## config.mk

```make
export PLATFORM = sky130hd
export DESIGN_NAME = mdiv_seq
export DESIGN_NICKNAME = d
export VERILOG_FILES = /design/src/rtl/mdiv_seq.sv
export SDC_FILE = /design/constraint.sdc
export NUM_CORES = 1
export LEC_CHECK = 0
export ABC_AREA = 1
export CAP_MARGIN = 20
export CORE_MARGIN = 3
export CORE_UTILIZATION = 40
export DETAILED_ROUTE_END_ITERATION = 12
export PLACE_DENSITY = 0.63
export SYNTH_ARGS = -nofsm -noshare
export SYNTH_HDL_FRONTEND = slang
export SYNTH_SLANG_ARGS = --single-unit
```

## constraint.sdc

```tcl
create_clock -name clk -period 1.9 [get_ports clk]
set_input_delay 0.19 -clock clk [delete_from_list [all_inputs] [get_ports clk]]
set_output_delay 0.19 -clock clk [all_outputs]
set_load 0.005 [all_outputs]
```

## src/rtl/mdiv_seq.sv

```systemverilog
`default_nettype none
// ============================================================================
// Module      : mdiv_seq
// Description : Sequential mixed-signedness integer divider. It produces a
//               truncating quotient and remainder using a restoring loop that
//               resolves one quotient bit per cycle. mode[0] marks opA as
//               signed and mode[1] marks opB as signed.
// Revision    : 1.0 - initial release
// ============================================================================
module mdiv_seq #(
  parameter int opAWidth = 8,
  parameter int opBWidth = 4,
  parameter int quoWidth = opAWidth + 1,
  parameter int remWidth = opBWidth + 1
) (
  input  logic                clk,
  input  logic                rst_n,
  input  logic                in_valid,
  output logic                in_ready,
  input  logic [opAWidth-1:0] opA,
  input  logic [opBWidth-1:0] opB,
  input  logic [1:0]          mode,
  output logic                out_valid,
  input  logic                out_ready,
  output logic [quoWidth-1:0] quo,
  output logic [remWidth-1:0] rem,
  output logic                div_zero
);

  localparam int CNT_W = $clog2(opAWidth + 1);

  typedef enum logic [1:0] {
    ST_IDLE = 2'd0,
    ST_CALC = 2'd1,
    ST_DONE = 2'd2
  } state_t;

  state_t                state_q, state_d;
  logic                  sa_q, sa_d;
  logic                  sb_q, sb_d;
  logic                  dz_q, dz_d;
  logic [opAWidth-1:0]   a_q, a_d;
  logic [opBWidth-1:0]   b_q, b_d;
  logic [opBWidth-1:0]   r_q, r_d;
  logic [opAWidth-1:0]   q_q, q_d;
  logic [CNT_W-1:0]      cnt_q, cnt_d;
  logic [quoWidth-1:0]   quo_q, quo_d;
  logic [remWidth-1:0]   rem_q, rem_d;
  logic                  div_zero_q, div_zero_d;
  logic                  out_valid_q, out_valid_d;

  logic                  accept;
  logic                  in_sa, in_sb;
  logic [opAWidth-1:0]   mag_a;
  logic [opBWidth-1:0]   mag_b;
  logic [opBWidth:0]     rem_shift;
  logic [opBWidth+1:0]   trial;
  logic [quoWidth-1:0]   quo_mag, quo_signed;
  logic [remWidth-1:0]   rem_mag, rem_signed;

  // in_ready is gated by rst_n so that it reads low while reset is held
  assign in_ready  = rst_n & (state_q == ST_IDLE);
  assign accept    = in_valid & in_ready;
  assign out_valid = out_valid_q;
  assign quo       = quo_q;
  assign rem       = rem_q;
  assign div_zero  = div_zero_q;

  // Operand magnitudes, trial subtraction and sign fix-up of the final result
  always_comb begin
    in_sa      = mode[0] & opA[opAWidth-1];
    in_sb      = mode[1] & opB[opBWidth-1];
    // The most negative dividend maps to 2^(opAWidth-1), which still fits as unsigned
    mag_a      = in_sa ? (~opA + opAWidth'(1)) : opA;
    mag_b      = in_sb ? (~opB + opBWidth'(1)) : opB;
    rem_shift  = {r_q, a_q[opAWidth-1]};
    trial      = {1'b0, rem_shift} - {2'b00, b_q};
    quo_mag    = {1'b0, q_q};
    quo_signed = (sa_q ^ sb_q) ? (~quo_mag + quoWidth'(1)) : quo_mag;
    rem_mag    = {1'b0, r_q};
    rem_signed = sa_q ? (~rem_mag + remWidth'(1)) : rem_mag;
  end

  // Next-state and datapath updates for IDLE -> CALC -> DONE
  always_comb begin
    state_d     = state_q;
    sa_d        = sa_q;
    sb_d        = sb_q;
    dz_d        = dz_q;
    a_d         = a_q;
    b_d         = b_q;
    r_d         = r_q;
    q_d         = q_q;
    cnt_d       = cnt_q;
    quo_d       = quo_q;
    rem_d       = rem_q;
    div_zero_d  = div_zero_q;
    out_valid_d = out_valid_q;
    case (state_q)
      ST_IDLE: begin
        if (accept) begin
          sa_d    = in_sa;
          sb_d    = in_sb;
          a_d     = mag_a;
          b_d     = mag_b;
          r_d     = '0;
          q_d     = '0;
          cnt_d   = CNT_W'(opAWidth);
          dz_d    = (opB == '0);
          state_d = (opB == '0) ? ST_DONE : ST_CALC;
        end
      end
      ST_CALC: begin
        a_d = a_q << 1;
        // A clear sign bit in the trial means the divisor fits: keep the difference
        if (!trial[opBWidth+1]) begin
          r_d = trial[opBWidth-1:0];
          q_d = {q_q[opAWidth-2:0], 1'b1};
        end else begin
          r_d = rem_shift[opBWidth-1:0];
          q_d = {q_q[opAWidth-2:0], 1'b0};
        end
        cnt_d = cnt_q - CNT_W'(1);
        if (cnt_q == CNT_W'(1)) begin
          state_d = ST_DONE;
        end
      end
      ST_DONE: begin
        // The first DONE cycle registers the signed result; later cycles wait for the consumer
        if (!out_valid_q) begin
          out_valid_d = 1'b1;
          if (dz_q) begin
            quo_d      = '1;
            rem_d      = '0;
            div_zero_d = 1'b1;
          end else begin
            quo_d      = quo_signed;
            rem_d      = rem_signed;
            div_zero_d = 1'b0;
          end
        end else if (out_ready) begin
          out_valid_d = 1'b0;
          state_d     = ST_IDLE;
        end
      end
      default: begin
        state_d = ST_IDLE;
      end
    endcase
  end

  // State and datapath registers; reset discards any in-flight operation
  always_ff @(posedge clk or negedge rst_n) begin
    if (!rst_n) begin
      state_q     <= ST_IDLE;
      sa_q        <= 1'b0;
      sb_q        <= 1'b0;
      dz_q        <= 1'b0;
      a_q         <= '0;
      b_q         <= '0;
      r_q         <= '0;
      q_q         <= '0;
      cnt_q       <= '0;
      quo_q       <= '0;
      rem_q       <= '0;
      div_zero_q  <= 1'b0;
      out_valid_q <= 1'b0;
    end else begin
      state_q     <= state_d;
      sa_q        <= sa_d;
      sb_q        <= sb_d;
      dz_q        <= dz_d;
      a_q         <= a_d;
      b_q         <= b_d;
      r_q         <= r_d;
      q_q         <= q_d;
      cnt_q       <= cnt_d;
      quo_q       <= quo_d;
      rem_q       <= rem_d;
      div_zero_q  <= div_zero_d;
      out_valid_q <= out_valid_d;
    end
  end

endmodule
`default_nettype wire

```

# --- Word-level counts from Yosys, hierarchy flattened ---
# Cells that the tools add are included.
word_totals:
  elab_cells: 68
  out_inout_bits: 17
  ff_bits: 49
  in_bits: 18
op_classes:
  n_mux: 25
  addsub: 6
  n_bitwise: 10
  reduce_logical: 7
  eq_ne: 7
op_table:
  columns: ["operator", "count"]
  rows:
  - ["$pmux 8 s2", 2]
  - ["$mux 8", 3]
  - ["$mux 9", 2]
  - ["$mux 4", 4]
  - ["$pmux 4 s2", 2]
  - ["$mux 2", 5]
  - ["$mux 5", 2]
  - ["$add 9x1->9 const B", 1]
  - ["$not 8->9", 1]
  - ["$add 8x1->8 const B", 1]
  - ["$ne 2x2->1 const B", 4]
  - ["$not 8->8", 1]
  - ["$pmux 2 s3", 1]
  - ["$reduce_and 2->1", 3]
  - ["$sub 5x4->6", 1]
  - ["$add 5x1->5 const B", 1]
  - ["$not 4->5", 1]
  - ["$add 4x1->4 const B", 1]
  - ["$and 1x1->1", 4]
  - ["$eq 4x1->1 const B", 1]
  - ["$logic_not 4->1", 1]
  - ["$mux 1", 4]
  - ["$not 4->4", 1]
  - ["$reduce_and 4->1", 1]
  - ["other kinds (7)", 7]

# --- Longest topological paths before layout ---
depth:
  ltp_word: 5
  depth_mapped: 9
  ltp_nobuf: 9

# --- Worst setup path before layout ---
# Ideal clock, no wire load.
synth_timing:
  path_type: "reg2reg"
  start: "register r_q[2]"
  end: "register r_q[0]"
  setup_slack_ps: 523
  required_time_ps: 1782
  setup_ps: 118
  path_stages_with_launch: 9
  arrival_ps: 1259
  path_buffers: 0
  path_cell_list: "dfrtp_1 > ha_1 > inv_1 > nor2_1 > nand3_1 > nand3_1 > nand2_1 > nand3_1 > nand2_1"
synth_between:
  elab_chain_len: 3
synth_lines:
  columns: ["element", "line_no", "text"]
  rows:
  - ["from (decl)", "44", "logic [opBWidth-1:0] r_q, r_d;"]
  - ["from (signal assigned)", "175", "r_q <= r_d;"]
  - ["$sub 5x4->6", "77", "trial = {1'b0, rem_shift} - {2'b00, b_q};"]
  - ["$mux 4", "116", "if (!trial[opBWidth+1]) begin"]
  - ["$pmux 4 s2", "99", "case (state_q)"]
# Every way passes these cells.
# A chain may end at the register's enable or synchronous reset.

# --- Worst setup path after layout ---
layout_timing:
  start: "register state_q[0]"
  end: "output in_ready"
layout_between:
  elab_chain_len: 2
layout_lines:
  columns: ["element", "line_no", "text"]
  rows:
  - ["from (decl)", "38", "state_t state_q, state_d;"]
  - ["from (signal assigned)", "169", "state_q <= state_d;"]
  - ["$logic_not 2->1", "62", "assign in_ready = rst_n & (state_q == ST_IDLE);"]
  - ["$and 1x1->1", "62", null]
  - ["to (decl)", "19", "output logic in_ready,"]
# Every way passes these cells.

==> results.yml <==
global_routing:
  globalRoute.totalOverflow: 0
  grt_start_max_net_pins: 47
  initial_antenna_violation_count: 0
  globalRouteTotalUtil: 0.159
  global_route_wire_length_before_repair_um: 9690
  first_global_vias: 2197
yosys:
  post_synth.cell_area_avg_um2: 8.19
  synth_top_area_frac: 0.454
  synth.net_count: 359
  synth.cell_area_mm2: 0.00270
  yosys_warnings: 0
  synth.lib_cells_used.distinct: 39
  synthFlopType: "dfrtp_1"
  yosys_register_bits: 49
  yosysTopAreaCell: "dfrtp_1"
  synth.top_cells.by_area: "dfrtp_1 (45%), nand2_1 (11%), inv_1 (7.2%)"
  post_synth_inst_count: 330
  synth_sequential_area_ratio: 0.454
  synthArstFlopShare: 1.00
  synth_edf_count: 0
routing:
  first_pass_iters: 4
  avgRoutedWirePerCell_um: 12.3
  detail_route.vias_per_cell: 4.96
  detailroute.via_count: 2222
  total_wire_length_um: 5500
  detail_route.drc_violations: 0
  drtIter0Drc: 76
  antenna_violating_nets_post_route: 0
clock_network:
  cts_root_buffer: "clkbuf_8"
  post-cts-setup-buffers: 0
  cts-buffers-inserted: 5
  clk_pin_slew_ps: 90
  cts_sinks: 49
  clk_latency_ps: 300
  tritoncts_clock_tree: "yes"
  cts_buffer_depth: 2
  cts.htree.levels: 2
critical_path:
  max_stage_delay_ps: 500
  slowest_cell_on_the_critical_path: "clkdlybuf4s50_1"
  worst_ep_arrival_time_ps: 1600
  setup.worst_path.class: "flop to output pin"
  rr_worst_depth: 8
  cp-end-kind: "output pin"
  worst_ep_required_time_ps: 1710
  ff2ff_setup_slack_ps: 350
  worstSetupStartpointType: "flop"
  worst_r2r_endpoint: "r_q[1]"
  critPathMaxFanout: 3
  regToRegStartpoint: "r_q[2]"
  timing.critical_path.cells: "nor2_4, inv_1, nor2_1, clkdlybuf4s50_1"
hold_path:
  hold_path.class: "input pin to async pin"
pwr:
  leakage_component_of_the_power_nw: 1.54
  power_density_of_the_placed_cells_mw_per_mm2: 1570
  worst_ir_drop_vdd_mv: 0.364
cells_and_area:
  area.growth.synth_to_final_pct: 18.8
  insertedDiodeCount: 0
  finalCoreUtilization: 0.497
  layout_cell_share_with_drive_strength_beyond_1: 0.0647
  finish.net_count: 399
sta:
  final_period_minus_worst_setup_slack_ps: 1790
  totalNegativeSetupSlack_ps: 0
  final_report_hold_violation_count: 0
  timing.final.max_slew_violations: 0
  timing.max_slew.rel_slack: 0.604
  pin_slew_with_the_least_headroom_to_its_limit_ps: 593
  final.period_utilization: 0.943
  maxClockFrequency_mhz: 558
  report.final.setup_viol: 0
  rsz0062_at_grt: "false"
  finClkSkew_ps: 4.39
flow_run:
  max_cap_violations: 0
floorplan:
  rows: 29
  dieArea_mm2: 0.00778
  chipHeight_um: 88.2
  boundaryPins: 35
  initial_core_util: 0.418
  die_w_um: 88.2
  placeableCoreArea_mm2: 0.00646
place:
  io_buffers: 34
  detailed_place_hpwl_um: 4080
  weighted_congestion_at_the_end_of_routability_driven_global_placement: 0.808
outcome:
  outcome: "completed"
-- power breakdown --
part / total, W / internal (W) / switching (W) / leakage [nW]
combinational: 0.00260 / 0.00115 / 0.00146 / 0.885
sequential: 0.00183 / 0.00152 / 0.000310 / 0.616
clock: 0.000598 / 0.000262 / 0.000336 / 0.0395
total: 0.00503 / 0.00292 / 0.00210 / 1.54
-- layout by cell type, fill, tap and decap left out, types with 3 or more instances in the layout --
cell and n:
nand2_1 80, inv_1 52, dfrtp_1 48, clkdlybuf4s50_1 33, nand3_1 29, o21ai_0 22
nor2_1 13, o22ai_1 12, ha_1 10, o21ai_1 7, o211ai_1 5, a21oi_1 5
clkbuf_8 5, o21a_1 4, nand4_1 4, inv_2 3, nand2_4 3, xor2_1 3
clkbuf_1 3, buf_4 3
-- routing by layer --
metal / vias up / wire [µm] / GRT usage
li1: 1152 / - / -
met1: 1017 / 2520 / 0.190
met2: 46 / 2640 / 0.283
met3: 7 / 245 / 0.0301
met4: 0 / 94 / 0.0577
met5: - / 0 / 0
-- final cells by class --
cell class	count	area (µm²)
repair buffers	38	368
well taps	77	96.3
fillers	684	3250
clock buffers	8	80.1
flip-flops and latches	49	1230
inverters	57	218
multi-input cells	219	1220
-- critical path, delay by kind of cell, from the launching register on --
family        cells  cell delay [ps]
flops             1              470
simple gates      2              260
buf+inv           2              580
-- repair_timing --
action                     in CTS  in global routing
hold endpoints to repair        3                  0
setup endpoints to repair       0                  1
gates resized for setup         0                  2
hold buffers                    1                  0
-- metrics by stage --
step                      instance area (µm²)  worst slack [ps]  hold WS (ps)  cells  total power, W
after floorplan                          2700               523          -106    330         0.00365
after global placement                   3110               371          39.8    439         0.00439
after detailed placement                 3110               321          42.2    439         0.00446
after CTS                                3200              16.4           252    448         0.00508
after global routing                     3210              12.4           262    448         0.00557
final                                    3210               108           258    448         0.00503
-- worst max path at each step --
stage,slack (ps),depth (start not counted),start,end
finish,110,4,state_q[0],in_ready
global route,10,4,state_q[0],in_ready
CTS,20,4,state_q[0],in_ready
detailed placement,320,6,opB[0],state_q[1]
global placement,370,4,state_q[0],in_ready
floorplan,520,8,r_q[2],r_q[0]
-- state kept, by name (all words and copies together), names as in the netlist --
register / cells
a_q: 8
b_q: 4
cnt_q: 4
div_zero: 1
dz_q: 1
out_valid: 1
q_q: 8
quo: 9
r_q: 4
rem: 5
sa_q: 1
sb_q: 1
state_q: 2
-- Yosys cell counts, types with 3 or more instances --
cell type  number
nor2_1         13
nand3_1        29
ha_1           10
xor2_1          3
nand4_1         4
o22ai_1        12
o211ai_1        5
inv_2           3
o21ai_0        22
nand2_4         3
dfrtp_1        49
o21a_1          4
o21ai_1         7
inv_1          52
nand2_1        80
a21oi_1         5
-- kinds of logic after synthesis --
| group | share of synthesized area |
|---|---|
| adder cells (fa/ha/maj) | 0.0537 |
| buffers and inverters | 0.0963 |
| XOR/XNOR | 0.0162 |
| AND/OR/NAND/NOR | 0.247 |
| AO/OA/AOI/OAI | 0.133 |
| flip-flops | 0.454 |
Note: power is estimated with default switching activity, not from simulation.
==> RTL edit (same flow settings) <==
`a_q`, `b_q`, `r_q` and `q_q` no longer have a reset.
--- a/src/rtl/mdiv_seq.sv
+++ b/src/rtl/mdiv_seq.sv
@@ -156,10 +156,6 @@
       sa_q        <= 1'b0;
       sb_q        <= 1'b0;
       dz_q        <= 1'b0;
-      a_q         <= '0;
-      b_q         <= '0;
-      r_q         <= '0;
-      q_q         <= '0;
       cnt_q       <= '0;
       quo_q       <= '0;
       rem_q       <= '0;
@@ -170,10 +166,6 @@
       sa_q        <= sa_d;
       sb_q        <= sb_d;
       dz_q        <= dz_d;
-      a_q         <= a_d;
-      b_q         <= b_d;
-      r_q         <= r_d;
-      q_q         <= q_d;
       cnt_q       <= cnt_d;
       quo_q       <= quo_d;
       rem_q       <= rem_d;
@@ -182,6 +174,13 @@
     end
   end
 
+  always_ff @(posedge clk) begin
+    a_q <= a_d;
+    b_q <= b_d;
+    r_q <= r_d;
+    q_q <= q_d;
+  end
+
 endmodule
 `default_nettype wire
 
Function: same outputs for any inputs over 10 cycles, from zero or initial values and one cycle with rst_n low; that may be too few to reach the edited logic, so the function may still have changed.
==> RTL edit against the unedited design <==
  * Setup slack better by 0.032 ns
  * Total power down 0.65%
  * Largest power group unchanged
  * Wire length down 9.5%
  * Non-clock buffer count up 5
  * Sequential cell count unchanged
  * Highest routed layer unchanged
  * Clock power up 28%
  * Area after synthesis down 2.3%
  * Fmax up 1.8%
  * Cell area up 1.0%
==> RTL edit: results (changes against the unedited design) <==
Run status
  • Status: complete, no violations

Global routing
  • Pin count of the biggest net entering global routing: 23 (-51%)
  • Global-route usage over all layers: 14.8% (-1.1 points)
  • Met3 Resource Use GR: 3.60% (+0.58 points)
  • Vias in the first global route: 2063 (-6.1%)
  • Met2 GRT Util: 24.1% (-4.2 points)

Power and ir drop
  • Worst VDD drop: 0.00100 V (+170%)
  • Sw Ratio: 37.7% (-4.1 points)
  • Leak: 1.51 nW (-1.8%)

Finish
  • Seq area share: 41.5% (+3.3 points)
  • Inverters: 56 (-1.8%)
  • Fraction of layout cells with a size suffix above 1: 8.15% (+1.7 points)
  • Nets: 384 (-3.8%)
  • Non-clk bufs: 43 (+13%)
  • Multi-input comb cells: 200 (-8.7%)
  • CLK BUF: 6 (-2)
  • Fillers: 602 (-12%)

Drt
  • Drt wl/cell: 11.6 um (-5.9%)
  • DR vias/cell: 4.86 (-1.9%)
  • Initial DRC count: 104 (+37%)
  • Final WL: 4980 um (-9.5%)
  • Met2 WL: 2300 um (-13%)

Logic synthesis
  • Synth top cells by count: nand2_1, inv_1, nor2_1
  • Synth cell types: 30 (-23%)
  • EDFF count, synth: 24 (+24)
  • Post-Synth XOR/XNOR Area: 2.32% (+0.70 points)
  • Top post-synthesis cells by area: edfxtp_1, dfrtp_1, nand2_1, inv_1, nand3_1
  • Post-Synth Adder-Cell Area: 5.50% (+0.12 points)
  • Mapped Cells: 308 (-6.7%)
  • Seq/Total Area, Yosys: 51.0% (+5.6 points)
  • Net Count, Synth: 337 (-6.1%)

Place
  • Placed insts: 423 (-3.6%)
  • Gp weighted congestion: 0.863 (+6.7%)
  • Post-DP HPWL: 3920 um (-4.1%)

Critical path
  • Critical R2R Capture: r_q[2]$_SDFFCE_PN0P_

Timing
  • Worst clock skew: 0.0109 ns (+0.00653 ns)
  • Rel. slew slack: 78.2% (+18 points)
  • Hold Slack: 0.338 ns (+0.0795 ns)
==> RTL edit: cell count changes in the layout (fill, tap and decap cells not counted), moves of 5 or more <==
cell	before	now
edfxtp_1	0	24
o211ai_1	5	0
dfrtp_1	48	25
nor2_1	13	30
buf_4	3	9
o22ai_1	12	2
nand2_1	80	69
==> RTL edit: stage by stage <==
step | setup slack (ns) | cell area (um2)
final | 0.140 | 3240
after global routing | 0.00839 | 3240
after CTS | 0.0789 | 3240
after detailed placement | 0.191 | 3120
after global placement | 0.211 | 3120
after floorplan | 0.244 | 2640
==> RTL edit: power by group through the flow <==
stage	clock (mW)	combinational (mW)	sequential [mW]
after global placement	0	2.22	1.99
after floorplan	0	1.48	1.96
after CTS	0.790	2.27	1.99
after global routing	0.841	2.60	2.04
after detailed placement	0	2.26	2.01
final	0.768	2.24	1.98
==> RTL edit: logic make-up (layout without fill, tap and decap cells) <==
group           after synthesis  in the layout
simple gates                144            144
buf+inv                      59            107
flops                        49             49
compound gates               38             38
fa+ha+maj                    11             11
xor+xnor                      7              7
